<file path="src/rtl/shifter_pkg.sv">
// Mode encoding and bit-order helpers shared by the barrel shifter and its stages.
package shifter_pkg;

  localparam int MODE_W = 3;
  // Widest operand the reversal helper can handle; callers zero-extend into it.
  localparam int REV_W  = 256;

  typedef enum logic [MODE_W-1:0] {
    MODE_SLL = 3'd0,
    MODE_SRL = 3'd1,
    MODE_SRA = 3'd2,
    MODE_ROL = 3'd3,
    MODE_ROR = 3'd4
  } shift_mode_e;

  function automatic logic [REV_W-1:0] reverse_bits(input logic [REV_W-1:0] v);
    logic [REV_W-1:0] r;
    r = {<<{v}};
    return r;
  endfunction

  function automatic logic is_right_mode(input logic [MODE_W-1:0] m);
    logic r;
    case (m)
      MODE_SRL, MODE_SRA, MODE_ROR: r = 1'b1;
      default:                      r = 1'b0;
    endcase
    return r;
  endfunction

  function automatic logic is_rotate_mode(input logic [MODE_W-1:0] m);
    logic r;
    case (m)
      MODE_ROL, MODE_ROR: r = 1'b1;
      default:            r = 1'b0;
    endcase
    return r;
  endfunction

  function automatic logic is_reserved_mode(input logic [MODE_W-1:0] m);
    logic r;
    case (m)
      MODE_SLL, MODE_SRL, MODE_SRA, MODE_ROL, MODE_ROR: r = 1'b0;
      default:                                          r = 1'b1;
    endcase
    return r;
  endfunction

endpackage

</file>
<file path="src/rtl/pipelined_barrel_shifter_stage.sv">
// One pipeline slice: a contiguous run of left-shift mux levels followed by an
// optional valid/data register that loads when empty or when downstream loads.
module shift_stage
  import shifter_pkg::*;
#(
  parameter int N          = 16,
  parameter int LEVEL_LO   = 0,
  parameter int LEVEL_HI   = 1,
  parameter bit REGISTERED = 1'b1,
  parameter bit FINAL      = 1'b0,
  localparam int L         = $clog2(N)
) (
  input  logic              clk,
  input  logic              rst,
  input  logic              up_valid,
  output logic              up_ready,
  input  logic [N-1:0]      up_data,
  input  logic [L-1:0]      up_amt,
  input  logic [MODE_W-1:0] up_mode,
  input  logic              up_shift_in,
  input  logic              up_msb,
  output logic              dn_valid,
  input  logic              dn_ready,
  output logic [N-1:0]      dn_data,
  output logic [L-1:0]      dn_amt,
  output logic [MODE_W-1:0] dn_mode,
  output logic              dn_shift_in,
  output logic              dn_msb,
  output logic              dn_zero,
  output logic              dn_error
);

  logic          fill_bit_s;
  logic          rotate_s;
  logic [N-1:0]  lvl_s [LEVEL_LO:LEVEL_HI+1];
  logic [N-1:0]  result_s;
  logic          zero_s;
  logic          error_s;

  // Right-hand modes arrive bit-reversed, so every level is a left shift/rotate.
  assign fill_bit_s = (up_mode == MODE_SRA) ? up_msb : up_shift_in;
  assign rotate_s   = is_rotate_mode(up_mode);
  assign lvl_s[LEVEL_LO] = up_data;

  for (genvar i = LEVEL_LO; i <= LEVEL_HI; i++) begin : g_level
    localparam int S = 2 ** i;
    assign lvl_s[i+1] = !up_amt[i] ? lvl_s[i] :
                        rotate_s   ? {lvl_s[i][N-1-S:0], lvl_s[i][N-1:N-S]} :
                                     {lvl_s[i][N-1-S:0], {S{fill_bit_s}}};
  end

  // Final slice undoes the input reversal and derives the result flags.
  always_comb begin
    result_s = lvl_s[LEVEL_HI+1];
    zero_s   = 1'b0;
    error_s  = 1'b0;
    if (FINAL) begin
      if (is_right_mode(up_mode)) begin
        result_s = N'(reverse_bits(REV_W'(lvl_s[LEVEL_HI+1])) >> (REV_W - N));
      end else begin
        result_s = lvl_s[LEVEL_HI+1];
      end
      zero_s  = (result_s == {N{1'b0}});
      error_s = is_reserved_mode(up_mode);
    end else begin
      result_s = lvl_s[LEVEL_HI+1];
    end
  end

  if (REGISTERED) begin : g_reg
    logic              load_s;
    logic              valid_q,    valid_d;
    logic [N-1:0]      data_q,     data_d;
    logic [L-1:0]      amt_q,      amt_d;
    logic [MODE_W-1:0] mode_q,     mode_d;
    logic              shift_in_q, shift_in_d;
    logic              msb_q,      msb_d;
    logic              zero_q,     zero_d;
    logic              error_q,    error_d;

    assign load_s   = !valid_q || dn_ready;
    assign up_ready = load_s;

    // Next-state: take the upstream beat on load, keep payload across bubbles.
    always_comb begin
      valid_d    = valid_q;
      data_d     = data_q;
      amt_d      = amt_q;
      mode_d     = mode_q;
      shift_in_d = shift_in_q;
      msb_d      = msb_q;
      zero_d     = zero_q;
      error_d    = error_q;
      if (load_s) begin
        valid_d = up_valid;
        if (up_valid) begin
          data_d     = result_s;
          amt_d      = up_amt;
          mode_d     = up_mode;
          shift_in_d = up_shift_in;
          msb_d      = up_msb;
          zero_d     = zero_s;
          error_d    = error_s;
        end else begin
          zero_d  = 1'b0;
          error_d = 1'b0;
        end
      end else begin
        valid_d = valid_q;
      end
    end

    // Stage register with asynchronous clear.
    always_ff @(posedge clk or posedge rst) begin
      if (rst) begin
        valid_q    <= 1'b0;
        data_q     <= {N{1'b0}};
        amt_q      <= {L{1'b0}};
        mode_q     <= {MODE_W{1'b0}};
        shift_in_q <= 1'b0;
        msb_q      <= 1'b0;
        zero_q     <= 1'b0;
        error_q    <= 1'b0;
      end else begin
        valid_q    <= valid_d;
        data_q     <= data_d;
        amt_q      <= amt_d;
        mode_q     <= mode_d;
        shift_in_q <= shift_in_d;
        msb_q      <= msb_d;
        zero_q     <= zero_d;
        error_q    <= error_d;
      end
    end

    assign dn_valid    = valid_q;
    assign dn_data     = data_q;
    assign dn_amt      = amt_q;
    assign dn_mode     = mode_q;
    assign dn_shift_in = shift_in_q;
    assign dn_msb      = msb_q;
    assign dn_zero     = zero_q;
    assign dn_error    = error_q;
  end else begin : g_comb
    assign up_ready    = dn_ready;
    assign dn_valid    = up_valid;
    assign dn_data     = result_s;
    assign dn_amt      = up_amt;
    assign dn_mode     = up_mode;
    assign dn_shift_in = up_shift_in;
    assign dn_msb      = up_msb;
    assign dn_zero     = up_valid && zero_s;
    assign dn_error    = up_valid && error_s;
  end

endmodule

</file>
<file path="src/rtl/pipelined_barrel_shifter.sv">
// Pipelined multi-mode barrel shifter: right modes are reversed into a shared
// left-shift datapath split across P registered slices with valid/ready flow.
module pipelined_barrel_shifter
  import shifter_pkg::*;
#(
  parameter int N         = 16,
  parameter int REG_EVERY = 2
) (
  input  logic                 clk,
  input  logic                 rst,
  input  logic                 in_valid,
  output logic                 in_ready,
  input  logic [N-1:0]         in_data,
  input  logic [$clog2(N)-1:0] shift_amount,
  input  logic [MODE_W-1:0]    mode,
  input  logic                 shift_in,
  output logic                 out_valid,
  input  logic                 out_ready,
  output logic [N-1:0]         out_data,
  output logic                 out_zero,
  output logic                 out_error
);

  localparam int L = $clog2(N);
  localparam int P = (L + REG_EVERY - 1) / REG_EVERY;

  logic [P:0]        valid_s;
  logic [P:0]        ready_s;
  logic [N-1:0]      data_s     [P+1];
  logic [L-1:0]      amt_s      [P+1];
  logic [MODE_W-1:0] mode_s     [P+1];
  logic              shift_in_s [P+1];
  logic              msb_s      [P+1];
  logic              zero_s     [P];
  logic              error_s    [P];

  // Reserved modes pass the operand through untouched, hence the zeroed amount.
  assign valid_s[0]    = in_valid;
  assign data_s[0]     = is_right_mode(mode) ?
                         N'(reverse_bits(REV_W'(in_data)) >> (REV_W - N)) : in_data;
  assign amt_s[0]      = is_reserved_mode(mode) ? {L{1'b0}} : shift_amount;
  assign mode_s[0]     = mode;
  assign shift_in_s[0] = shift_in;
  assign msb_s[0]      = in_data[N-1];
  assign ready_s[P]    = out_ready;

  for (genvar s = 0; s < P; s++) begin : g_stage
    localparam int LO = s * REG_EVERY;
    localparam int HI = ((s + 1) * REG_EVERY > L) ? (L - 1) : ((s + 1) * REG_EVERY - 1);

    shift_stage #(
      .N          (N),
      .LEVEL_LO   (LO),
      .LEVEL_HI   (HI),
      .REGISTERED (1'b1),
      .FINAL      (s == P - 1)
    ) u_stage (
      .clk         (clk),
      .rst         (rst),
      .up_valid    (valid_s[s]),
      .up_ready    (ready_s[s]),
      .up_data     (data_s[s]),
      .up_amt      (amt_s[s]),
      .up_mode     (mode_s[s]),
      .up_shift_in (shift_in_s[s]),
      .up_msb      (msb_s[s]),
      .dn_valid    (valid_s[s+1]),
      .dn_ready    (ready_s[s+1]),
      .dn_data     (data_s[s+1]),
      .dn_amt      (amt_s[s+1]),
      .dn_mode     (mode_s[s+1]),
      .dn_shift_in (shift_in_s[s+1]),
      .dn_msb      (msb_s[s+1]),
      .dn_zero     (zero_s[s]),
      .dn_error    (error_s[s])
    );
  end

  assign in_ready  = ready_s[0];
  assign out_valid = valid_s[P];
  assign out_data  = data_s[P];
  assign out_zero  = zero_s[P-1];
  assign out_error = error_s[P-1];

endmodule

</file>
<file path="config.mk">
export PLATFORM = sky130hd
export DESIGN_NAME = pipelined_barrel_shifter
export DESIGN_NICKNAME = d
export VERILOG_FILES = /design/src/rtl/shifter_pkg.sv /design/src/rtl/pipelined_barrel_shifter_stage.sv /design/src/rtl/pipelined_barrel_shifter.sv
export SDC_FILE = /design/constraint.sdc
export NUM_CORES = 1
export LEC_CHECK = 0
export CAP_MARGIN = 5
export CORE_ASPECT_RATIO = 0.9
export CORE_MARGIN = 2
export CORE_UTILIZATION = 59
export CTS_CLUSTER_DIAMETER = 60
export DETAILED_ROUTE_END_ITERATION = 8
export GPL_TIMING_DRIVEN = 0
export MAX_ROUTING_LAYER = met4
export PLACE_DENSITY = 0.9
export SETUP_SLACK_MARGIN = 0.1
export SLEW_MARGIN = 20
export SYNTH_ARGS = -nofsm -noshare
export SYNTH_HDL_FRONTEND = slang
export SYNTH_SLANG_ARGS = --single-unit
</file>
<file path="constraint.sdc">
create_clock -name clk -period 4 [get_ports clk]
set_clock_uncertainty 0.15 [all_clocks]
set_input_delay 0.8 -clock clk [delete_from_list [all_inputs] [get_ports clk]]
set_output_delay 0.8 -clock clk [all_outputs]
set_load 0.02 [all_outputs]
</file>
# After elaboration in Yosys (flattened, before gate mapping)
# Cells that the tools add are included.
[word_totals]
reg_bits = 45
out_inout_bits = 20
input_bits = 28
[classes]
mux = 20
reduce_logical = 15
n_eq_ne = 8
[ops]
columns = ["cell", "count"]
rows = [
  ["16-bit two-way mux", 6],
  ["16-bit logical NOT", 1],
  ["3-bit by 2-bit equality test with 1-bit output (second input constant)", 4],
  ["1-bit two-way mux", 10],
  ["5-bit OR reduction", 2],
  ["4-bit two-way mux", 2],
  ["8-bit two-way mux", 1],
  ["3-bit by 1-bit equality test with 1-bit output (second input constant)", 2],
  ["3-bit equality test (second input constant)", 2],
  ["3-bit logical NOT", 2],
  ["3-bit OR reduction", 2],
  ["2-bit AND reduction", 2],
  ["2-bit OR reduction", 2],
  ["1-bit logical NOT", 2],
  ["1-bit logical OR", 2],
  ["2-bit two-way mux", 1],
]

# Longest topological paths before layout
# Gate-level depths: netlist of run 1.
[depth]
depth_word = 10
mapped_depth = 8

# Hierarchy
# A second synthesis of run 1 with hierarchy kept.
[hier_totals]
cells_unflattened = 403
area_unflattened_um2 = 3677.3
[by_module_without_submodules]
columns = ["mod", "seq_area_each_um2", "instances", "area_per_inst_um2", "cells_each"]
rows = [
  ["shift_stage at g_stage[1].u_stage", 700.7, 1, 1906.8, 232],
  ["shift_stage at g_stage[0].u_stage", 650.6, 1, 1482.7, 147],
  ["pipelined_barrel_shifter", 0.0, 1, 287.8, 24],
]

# Least setup slack after synthesis of run 1
# No wires, ideal clock.
[synth_timing]
path_type = "input -> register"
from = "in mode[0]"
to = "reg g_stage[0].u_stage.g_reg.data_q[1]"
path_slack_ps = 1404
t_required_ps = 3725
arrival_ps = 2321
setup_time_ps = 125
path_stages = 6
cell_sequence = "buf_2 -> o21ai_2 -> mux4_2 -> o21ai_1 -> o21ai_1 -> mux2_2"
[synth_via]
elab_chain_len = 7
word_cells_on_any_way = 16
classes_between = "eq/ne (4); mux (8); reduce/logical (4)"
[synth_rtl]
columns = ["item", "line_no", "source"]
rows = [
  ["from (decl)", "pipelined_barrel_shifter.sv:15", "input logic [MODE_W-1:0] mode,"],
  ["3-bit by 1-bit equality test with 1-bit output, or another cell as far along", "shifter_pkg.sv:24, shifter_pkg.sv:42", ""],
  ["3-bit OR reduction", "shifter_pkg.sv:24", "case (m)"],
  ["1-bit two-way mux", "shifter_pkg.sv:24", ""],
  ["16-bit two-way mux", "pipelined_barrel_shifter.sv:39", "assign data_s[0] = is_right_mode(mode) ?"],
  ["16-bit two-way mux", "pipelined_barrel_shifter_stage.sv:47", "assign lvl_s[i+1] = !up_amt[i] ? lvl_s[i] :"],
  ["2-bit two-way mux", "pipelined_barrel_shifter_stage.sv:48", "rotate_s ? {lvl_s[i][N-1-S:0], lvl_s[i][N-1:N-S]} :"],
  ["16-bit two-way mux *", "pipelined_barrel_shifter_stage.sv:47", ""],
  ["to (signal assigned)", "pipelined_barrel_shifter_stage.sv:117", "data_q <= {N{1'b0}};"],
  ["to (signal assigned)", "pipelined_barrel_shifter_stage.sv:126", "data_q <= data_d;"],
  ["to (decl)", "pipelined_barrel_shifter_stage.sv:73", "logic [N-1:0] data_q, data_d;"],
]
# Mark *: on every way between the ends. The rest lies on a longest branch, timed or not.
# A chain may end at the register's enable or synchronous reset.

# Final worst setup path of run 1
[layout_timing]
from = "in out_ready"
to = "out in_ready"
[layout_via]
elab_chain_len = 2
[layout_rtl]
columns = ["item", "line_no", "source"]
rows = [
  ["from (decl)", "pipelined_barrel_shifter.sv:18", "input logic out_ready,"],
  ["1-bit logical OR (2 in series)", "pipelined_barrel_shifter_stage.sv:81", "assign load_s = !valid_q || dn_ready;"],
  ["to (decl)", "pipelined_barrel_shifter.sv:12", "output logic in_ready,"],
]
# No other way between the ends.

==> summary.md, run 1 <==
| Metric | Value |
|---|---|
| Synth top area cells | `dfrtp_1, mux2i_1, mux4_2` |
| Ys flop type | `dfrtp_1` |
| DRC errors left | `0` |
| CTS sink count | `43` |
| Vias in the first global route | `2805` |
| Routability Congestion | `0.905` |
| FFs w/ async S/R, synth | `100%` |
| Port Buf Inserts | `46` |
| Worst Path Max Fanout | `6` |
| Full die area | `0.00607 mm2` |
| Synthesized area | `0.00322 mm2` |
| Post-synth top area cell | `dfrtp_1` |
| Final HPWL DP | `6.01 mm` |
| WL met2 | `3.91 mm` |
| Count leader, synth | `dfrtp_1` |
| Max-slew headroom | `52.9%` |
| Clock slew at reported path FFs | `0.08 ns` |
| # diodes | `0` |
| Clk_lat worst skew | `0.30 ns` |
| Share of cells above drive strength 1 | `21.1%` |
| CTS Root Cell | `clkbuf_8` |
| Pwr Density | `495 mW/mm2` |
| Unique masters post-synth | `44` |
| Post-layout total power | `0.00194 W` |
| Worst EP required | `3.05 ns` |
| RSZ-0062 raised after global routing | `no` |
| Seq/Total Area, Yosys | `33.4%` |
| Final setup TNS | `0 ns` |
| Gr ovfl total | `0` |
| Slew @ Worst Pin | `0.699 ns` |
| Final Hold Slack | `0.332 ns` |
| Synth cell count leaders | `dfrtp_1, o21ai_0, nand2_1, mux2i_1` |
| Final setup fails | `0` |
| Core area | `0.00526 mm2` |
| Status | `finished, final reports clean` |
| Die Ht | `74.1 um` |
| Startpoint types | `input pin` |
| Max-slew violation count | `0` |
| Filler cells | `405` |
| Die width | `81.9 um` |
| MaxCap Viol Count | `0` |
| Drt pass-1 iters | `4` |
| Crit share post-route | `78.0%` |
| IO Pins | `48` |
| Critical Path Sink Type | `output port` |
| Syn. warnings | `0` |
| Yosys top cell area share | `33.4%` |
| Vias per cell | `5.98` |
| Tmin final | `3.12 ns` |
| Layout net count | `420` |
| Setup repair bufs after CTS | `0` |
| Combined area of the multi-input logic cells | `0.00190 mm2` |
| Post-synth EDFFs | `0` |
| Worst vdd ir | `0.000334 V` |
| First-pass GRT wire length | `13.1 mm` |
| Initial antenna violation count | `0` |
| Initial DRC count | `114` |
| Hold Path Class | `reg -> reg` |
| Final hold violation count | `0` |
| DR vias | `2750` |
| CP arrival | `2.17 ns` |
| CTS tree | `built` |
| Number of buffers created by CTS | `5` |
| Cells after synthesis | `338` |
| Synth-to-layout area growth | `21.7%` |
| Antenna Violating Nets Remaining | `0` |
| Metal1 wirelength | `3.05 mm` |
| WL/cell | `16.3 um` |
| Routed WL | `7.48 mm` |
| H-tree Lvls | `2` |
| Lkg Pwr | `1.68 nW` |
| Mapped Nets | `366` |
| Clk buf depth | `2` |
| Upper clock frequency limit | `320 MHz` |
| Met3 routed WL | `322 um` |
| Synth Area per Inst | `9.54 um2` |
| Row count | `25` |
| CP Class | `in -> out` |
| Initial Util | `61.4%` |
| GR Util All Layers | `28.8%` |
| Largest net degree at the start of global routing | `27` |
| CTS Hold Bufs | `0` |
| Top routing layer in use | `met4` |
| #FFs+latches synth | `43` |
| CTS resizes | `0` |
| Register area | `0.00108 mm2` |
## final cells by class
class / count / area share [%]
Buffer: 39 / 5.77
Clock buffer: 5 / 1.75
Clock inverter: 3 / 1.72
Inverter: 6 / 0.574
Multi-Input combinational cell: 250 / 48.4
Sequential cell: 43 / 27.4
Tap cell: 67 / 2.14
Timing Repair Buffer: 47 / 12.2
## cells by family after synthesis
family	synth area share [%]
compound gates	16.7
xor+xnor	0.815
buf+inv	7.72
flops	33.4
mux	28.7
simple gates	12.7
## sequential cells by signal, indices dropped and copies added, names as in the netlist
signal,flops
g_stage.u_stage.dn_mode,3
g_stage.u_stage.dn_zero,1
g_stage.u_stage.dn_msb,1
g_stage.u_stage.dn_valid,2
g_stage.u_stage.dn_data,32
g_stage.u_stage.dn_shift_in,1
g_stage.u_stage.dn_error,1
g_stage.u_stage.dn_amt,2
## per-stage QoR
stage	instance area [um2]	util, %	setup WS (ns)	cells
floorplan	3220	-	1.40	338
global placement	3770	71.7	0.792	451
detailed placement	3790	72.1	0.730	452
CTS	3930	74.7	0.865	460
global route	3930	74.7	0.736	460
finish	3930	74.7	0.880	460
## final timing paths
kind / startpoint / endpoint / slack, ns / cells after the start
min in group asynchronous: rst / g_stage[1].u_stage.dn_zero$_DFFE_PP0P_ / 0.66 / 2
min reg2reg: g_stage[1].u_stage.dn_data[2]$_DFFE_PP0P_ / g_stage[1].u_stage.dn_data[2]$_DFFE_PP0P_ / 0.33 / 2
min: g_stage[1].u_stage.dn_data[2]$_DFFE_PP0P_ / g_stage[1].u_stage.dn_data[2]$_DFFE_PP0P_ / 0.33 / 2
max reg2reg: g_stage[0].u_stage.dn_mode[2]$_DFFE_PP0P_ / g_stage[1].u_stage.dn_data[12]$_DFFE_PP0P_ / 1.50 / 7
max in group asynchronous: rst / g_stage[0].u_stage.dn_data[13]$_DFFE_PP0P_ / 2.59 / 3
max: out_ready / in_ready / 0.88 / 4
## routing by layer
layer | vias to the layer above | global-route usage [%]
li1 | 1328 | -
met1 | 1307 | 33.6
met2 | 94 | 50.8
met3 | 21 | 4.49
met4 | 0 | 9.81
met5 | - | -
## report_power, final
| part | leakage (nW) | internal, W | total [W] | switching, W |
|---|---|---|---|---|
| sequential | 0.526 | 0.000544 | 0.000625 | 0.0000803 |
| combinational | 1.09 | 0.000472 | 0.000918 | 0.000446 |
| clock | 0.0644 | 0.000249 | 0.000399 | 0.000150 |
| total | 1.68 | 0.00127 | 0.00194 | 0.000677 |
## cells in the final DEF (no fill, tap or decap), types with 5 or more instances in the layout
cell	n
a21oi_1	7
a31oi_1	6
buf_2	10
buf_4	18
clkbuf_1	11
clkbuf_8	5
clkdlybuf4s50_1	46
dfrtp_1	43
mux2_2	22
mux2i_1	34
mux4_2	15
nand2_1	41
nand2b_1	5
nor2_1	22
o21ai_0	42
o21ai_1	6
o22ai_1	5
## worst max-delay path, stage by stage
cell and delay [ns]:
clkdlybuf4s50_1 0.40, nor2b_1 0.28, nand2_1 0.14, clkdlybuf4s50_1 0.56
Note: power is estimated with default switching activity, not from simulation.
==> run 2, diff against run 1 <==
--- a/config.mk
+++ b/config.mk
@@ -8,12 +8,12 @@
 export CAP_MARGIN = 5
 export CORE_ASPECT_RATIO = 0.9
 export CORE_MARGIN = 2
-export CORE_UTILIZATION = 59
+export CORE_UTILIZATION = 50
 export CTS_CLUSTER_DIAMETER = 60
 export DETAILED_ROUTE_END_ITERATION = 8
 export GPL_TIMING_DRIVEN = 0
 export MAX_ROUTING_LAYER = met4
-export PLACE_DENSITY = 0.9
+export PLACE_DENSITY = 0.82
 export SETUP_SLACK_MARGIN = 0.1
 export SLEW_MARGIN = 20
 export SYNTH_ARGS = -nofsm -noshare
==> constraint.sdc (replaced) <==
create_clock -name clk -period 2.8 [get_ports clk]
set_clock_uncertainty 0.15 [all_clocks]
set_input_delay 0.56 -clock clk [delete_from_list [all_inputs] [get_ports clk]]
set_output_delay 0.56 -clock clk [all_outputs]
set_load 0.02 [all_outputs]
==> run 2 against run 1 <==
Effect of this change:
- power increased by 39%
- die area increased by 17%
- sequential power increased by 43%
- first-iteration DRC count increased by 49%
- largest power group unchanged
==> summary.md, run 2 (synthesized netlist as in run 1, its figures left out) <==
| Metric | Value |
|---|---|
| Post-layout total power | `0.00270 W` |
| Master of the slowest instance on the critical path | `mux4_2` |
| Fin util | `64.2%` |
| Register area | `0.00108 mm2` |
| Slew @ Worst Pin | `0.633 ns` |
| Clk buf depth | `2` |
| CTS sink count | `43` |
| Die Ht | `80.2 um` |
| DR vias | `2733` |
| Share of cells above drive strength 1 | `21.8%` |
| R2R depth | `7` |
| # diodes | `0` |
| RSZ-0062 raised after global routing | `no` |
| Filler cells | `541` |
| Die width | `88.6 um` |
| Pwr Density | `681 mW/mm2` |
| Full die area | `0.00711 mm2` |
| Hold Path Class | `reg -> reg` |
| Commonest non-fill, non-tap cell in the layout | `clkdlybuf4s50_1` |
| Max-slew violation count | `0` |
| H-tree Lvls | `2` |
| Clock slew at reported path FFs | `0.08 ns` |
| Worst EP required | `2.84 ns` |
| Gr ovfl total | `0` |
| Routed WL | `7.16 mm` |
| DRC errors left | `0` |
| Synth-to-layout area growth | `23.2%` |
| Crit path depth | `7` |
| Status | `finished, final reports clean` |
| Antenna Violating Nets Remaining | `0` |
| Crit path cell chain | `clkdlybuf4s50_1 -> xor2_1 -> o21ai_4 -> mux4_2 -> o21ai_1 -> o21ai_1 -> mux2_2` |
| Crit share post-route | `91.8%` |
| Clk_lat worst skew | `0.30 ns` |
| Row count | `27` |
| WL/cell | `14.9 um` |
| Buffers and inverters on the worst path | `1` |
| Lkg Pwr | `1.69 nW` |
| Max-slew headroom | `57.3%` |
| Port Buf Inserts | `46` |
| Tmin final | `2.57 ns` |
| Upper clock frequency limit | `389 MHz` |
| Worst vdd ir | `0.000240 V` |
| Core area | `0.00618 mm2` |
| MaxCap Viol Count | `0` |
| Vias per cell | `5.67` |
| Final HPWL DP | `5.80 mm` |
| Max FFs per register | `32` |
| Layout net count | `422` |
| Initial antenna violation count | `0` |
| Max incr delay on CP | `0.55 ns` |
| CTS tree | `built` |
| First-pass GRT wire length | `12.3 mm` |
| Most used cell, CP | `o21ai_1` |
| Critical Path Sink Type | `flip-flop` |
| CP Class | `in -> reg` |
| Vias in the first global route | `2656` |
| Final setup fails | `0` |
| Most frequent cells in the layout | `clkdlybuf4s50_1, dfrtp_1, o21ai_0` |
| IO Pins | `48` |
| Final Hold Slack | `0.335 ns` |
| Number of buffers created by CTS | `5` |
| CP top delay family | `multiplexers` |
| Initial DRC count | `170` |
| Largest net degree at the start of global routing | `29` |
| Hold path depth | `2` |
| Routability Congestion | `0.932` |
| Combined area of the multi-input logic cells | `0.00192 mm2` |
| Final hold violation count | `0` |
| Drt pass-1 iters | `4` |
| GR Util All Layers | `22.2%` |
| Worst Path Max Fanout | `6` |
| CP arrival | `2.61 ns` |
| Initial Util | `52.2%` |
| CTS Root Cell | `clkbuf_8` |
| Startpoint types | `input pin` |
==> run 2: report_power, final <==
part           internal (W)  switching (W)
logic              0.000680       0.000626
clock network      0.000289       0.000215
registers          0.000778       0.000116
==> run 2: worst reg2reg max path, stage by stage, from the launching register on <==
cell and delay [ns]:
dfrtp_1 0.36, buf_2 0.17, and2_1 0.17, o21ai_0 0.50, nand2_1 0.28, o22ai_1 0.35
mux2_2 0.22, o21ai_0 0.06
==> run 2: repair_timing <==
action,4_1_cts,5_1_grt
hold buffers,0,0
pin swaps,0,1
setup buffers,0,2
setup endpoints to repair,1,2
gates resized for setup,1,5
==> run 2: cell type report <==
class,count,share of cell area (%)
repair buffers,49,12.5
plain buffers,39,5.77
clock buffers,6,2.08
well taps,87,2.74
multi-input cells,250,48.4
inverters,6,0.567
flip-flops and latches,43,27.1
clock inverters,2,0.882
==> run 2: final timing paths <==
| check | start | to | slack (ns) |
|---|---|---|---|
| worst min-delay path | g_stage[1].u_stage.dn_data[12]$_DFFE_PP0P_ | g_stage[1].u_stage.dn_data[12]$_DFFE_PP0P_ | 0.33 |
| worst max-delay path | mode[1] | g_stage[0].u_stage.dn_data[1]$_DFFE_PP0P_ | 0.23 |
| max in group asynchronous | rst | g_stage[0].u_stage.dn_data[11]$_DFFE_PP0P_ | 1.66 |
| min in group asynchronous | rst | g_stage[1].u_stage.dn_data[10]$_DFFE_PP0P_ | 0.38 |
| worst max register to register | g_stage[0].u_stage.dn_mode[2]$_DFFE_PP0P_ | g_stage[1].u_stage.dn_data[2]$_DFFE_PP0P_ | 0.41 |
| worst min register to register | g_stage[1].u_stage.dn_data[12]$_DFFE_PP0P_ | g_stage[1].u_stage.dn_data[12]$_DFFE_PP0P_ | 0.33 |
==> run 2: stage by stage <==
step / TNS, ns / cells / area [um2] / setup WS, ns
CTS: 0 / 480 / 3940 / 0.124
global placement: -0.577 / 471 / 3790 / -0.211
floorplan: 0 / 338 / 3220 / 0.444
detailed placement: -1.33 / 472 / 3810 / -0.241
finish: 0 / 482 / 3970 / 0.230
global route: 0 / 482 / 3970 / 0.104
==> run 2: routing by layer <==
layer / wire length, um / GRT usage [%]
met5: 0 / -
met4: 132 / 5.91
met3: 338 / 3.80
met2: 3570 / 38.5
met1: 3120 / 26.6
==> run 3, diff against run 2 <==
--- a/config.mk
+++ b/config.mk
@@ -19,3 +19,4 @@
 export SYNTH_ARGS = -nofsm -noshare
 export SYNTH_HDL_FRONTEND = slang
 export SYNTH_SLANG_ARGS = --single-unit
+export TNS_END_PERCENT = 1
==> run 3 against run 2 <==
Effect of this change:
- fmax rose by 0.14%
- die area did not move
- via count barely moved
- sequential share of layout area rose by 0.051 points
- highest routed layer unchanged
- largest power group unchanged
- critical path type unchanged
- clock power barely moved
- sequential power barely moved
- core utilization fell by 0.12 points
==> summary.md, run 3 (synthesized netlist as in run 1, its figures left out) <==
| Metric | Value |
|---|---|
| IO Pins | `48` |
| Metal1 wirelength | `3.08 mm` |
| Share of cells above drive strength 1 | `21.8%` |
| Tmin final | `2.57 ns` |
| Pwr Density | `682 mW/mm2` |
| RSZ-0062 raised after global routing | `yes` |
| RR Startpoint | `g_stage[0].u_stage.dn_mode[2]$_DFFE_PP0P_` |
| Final Hold Slack | `0.334 ns` |
| Lkg Pwr | `1.69 nW` |
| Crit path cell chain | `clkdlybuf4s50_1 -> o21ai_2 -> nand2_2 -> buf_4 -> mux4_2 -> o21ai_1 -> o21ai_1 -> mux2_2` |
| Port Buf Inserts | `46` |
| Routability Congestion | `0.932` |
| Worst Path Max Fanout | `10` |
| Final setup fails | `0` |
| Layout net count | `422` |
| CP Class | `in -> reg` |
| Critical Path Sink Type | `flip-flop` |
| Core area | `0.00618 mm2` |
| Status | `finished, final reports clean` |
| MaxCap Viol Count | `0` |
| CTS Root Cell | `clkbuf_8` |
| Synth-to-layout area growth | `22.9%` |
| Flop2flop setup slack | `0.42 ns` |
| Hold Path Class | `reg -> reg` |
| Master of the slowest instance on the critical path | `clkdlybuf4s50_1` |
| Initial antenna violation count | `0` |
| Drt pass-1 iters | `4` |
| H-tree Lvls | `2` |
| Antenna Violating Nets Remaining | `0` |
| Max-slew headroom | `57.2%` |
| RR Endpoint | `g_stage[1].u_stage.dn_data[2]$_DFFE_PP0P_` |
| Most frequent cells in the layout | `clkdlybuf4s50_1, dfrtp_1, o21ai_0` |
| Gr ovfl total | `0` |
| Top routing layer in use | `met4` |
| WL/cell | `14.9 um` |
| Worst EP required | `2.84 ns` |
| CTS tree | `built` |
| Row count | `27` |
| Initial Util | `52.2%` |
| Commonest non-fill, non-tap cell in the layout | `clkdlybuf4s50_1` |
| Max-slew violation count | `0` |
| # diodes | `0` |
| Combined area of the multi-input logic cells | `0.00191 mm2` |
| Setup slack at placement | `-0.241 ns` |
| Vias in the first global route | `2656` |
| DR vias | `2734` |
| Fin util | `64.1%` |
| Max FFs per register | `32` |
| Slew @ Worst Pin | `0.635 ns` |
| Met3 routed WL | `339 um` |
| Worst vdd ir | `0.000240 V` |
| Routed WL | `7.16 mm` |
| Clock slew at reported path FFs | `0.08 ns` |
| Register area | `0.00108 mm2` |
| Crit share post-route | `91.7%` |
| CTS Hold Bufs | `0` |
| Full die area | `0.00711 mm2` |
| Filler cells | `540` |
| Initial DRC count | `143` |
| Most used cell, CP | `o21ai_1` |
| R2R depth | `7` |
| Crit path capture | `g_stage[0].u_stage.dn_data[1]$_DFFE_PP0P_` |
| Final hold violation count | `0` |
| First-pass GRT wire length | `12.3 mm` |
| GR Util All Layers | `22.2%` |
| CP arrival | `2.61 ns` |
| Vias per cell | `5.67` |
| Clk buf depth | `2` |
| Clk_lat worst skew | `0.30 ns` |
| Die width | `88.6 um` |
| WL met2 | `3.61 mm` |
| Worst Slack Setup Final | `0.233 ns` |
| Upper clock frequency limit | `390 MHz` |
| Startpoint types | `input pin` |
| Critical Path Start | `mode[1]` |
| Largest net degree at the start of global routing | `29` |
| Max incr delay on CP | `0.47 ns` |
| Number of buffers created by CTS | `5` |
| Final setup TNS | `0 ns` |
| Die Ht | `80.2 um` |
| DRC errors left | `0` |
| CTS sink count | `43` |
| Final HPWL DP | `5.80 mm` |
run 3: cell types whose count changed in the layout (fill, tap and decap cells not counted):
| cell | before | now |
|---|---|---|
| o21ai_2 | 0 | 1 |
| buf_4 | 21 | 20 |
| o21ai_4 | 2 | 1 |
| clkbuf_4 | 0 | 1 |
run 3: how the worst min path moves through the flow:
stage / endpoint / slack [ns] / startpoint / cells past startpoint
after floorplan: g_stage[1].u_stage.dn_data[10]$_DFFE_PP0P_ / 0.30 / g_stage[1].u_stage.dn_data[10]$_DFFE_PP0P_ / 1
after global placement: g_stage[1].u_stage.dn_error$_DFFE_PP0P_ / 0.31 / g_stage[1].u_stage.dn_error$_DFFE_PP0P_ / 2
after detailed placement: g_stage[1].u_stage.dn_data[7]$_DFFE_PP0P_ / 0.32 / g_stage[1].u_stage.dn_data[7]$_DFFE_PP0P_ / 2
after CTS: g_stage[1].u_stage.dn_data[12]$_DFFE_PP0P_ / 0.34 / g_stage[1].u_stage.dn_data[12]$_DFFE_PP0P_ / 2
after global routing: g_stage[1].u_stage.dn_data[13]$_DFFE_PP0P_ / 0.36 / g_stage[1].u_stage.dn_data[13]$_DFFE_PP0P_ / 2
final: g_stage[1].u_stage.dn_data[12]$_DFFE_PP0P_ / 0.33 / g_stage[1].u_stage.dn_data[12]$_DFFE_PP0P_ / 2
run 3: final cells by class:
class | instances | share of cell area [%]
tap | 87 | 2.75
sequential | 43 | 27.1
timing repair buffer | 49 | 12.5
clock buffer | 6 | 2.08
clock inverter | 2 | 0.884
inverter | 6 | 0.568
multi-input combinational | 250 | 48.3
buffer | 39 | 5.78
run 3: where the power goes:
| part | switching, W | internal, W |
|---|---|---|
| logic | 0.000627 | 0.000680 |
| clock network | 0.000214 | 0.000289 |
| registers | 0.000115 | 0.000778 |
| total | 0.000956 | 0.00175 |
run 3: worst max-delay path: cells and delay by family:
family	cells	cell delay, ns
AO/OA/AOI/OAI	3	0.54
multiplexers	2	0.56
buffers and inverters	2	0.72
AND/OR/NAND/NOR	1	0.22
run 3: stage by stage:
step	std cells	cell area [um2]	power [W]
floorplan	338	3220	0.00179
global placement	471	3790	0.00216
detailed placement	472	3810	0.00221
CTS	480	3940	0.00271
global route	482	3960	0.00288
finish	482	3960	0.00270
run 3: repair_timing:
| action | in CTS | in global routing |
|---|---|---|
| buffers inserted | 0 | 2 |
| gates resized for setup | 1 | 3 |
| hold endpoints to repair | 0 | 0 |
| endpoints found under the setup margin | 1 | 2 |
| pin swaps | 0 | 1 |
run 3: per-layer routing:
metal	vias to the layer above	GRT usage, %
met5	-	-
li1	1336	-
met4	0	5.91
met3	13	3.80
met2	82	38.5
met1	1303	26.6
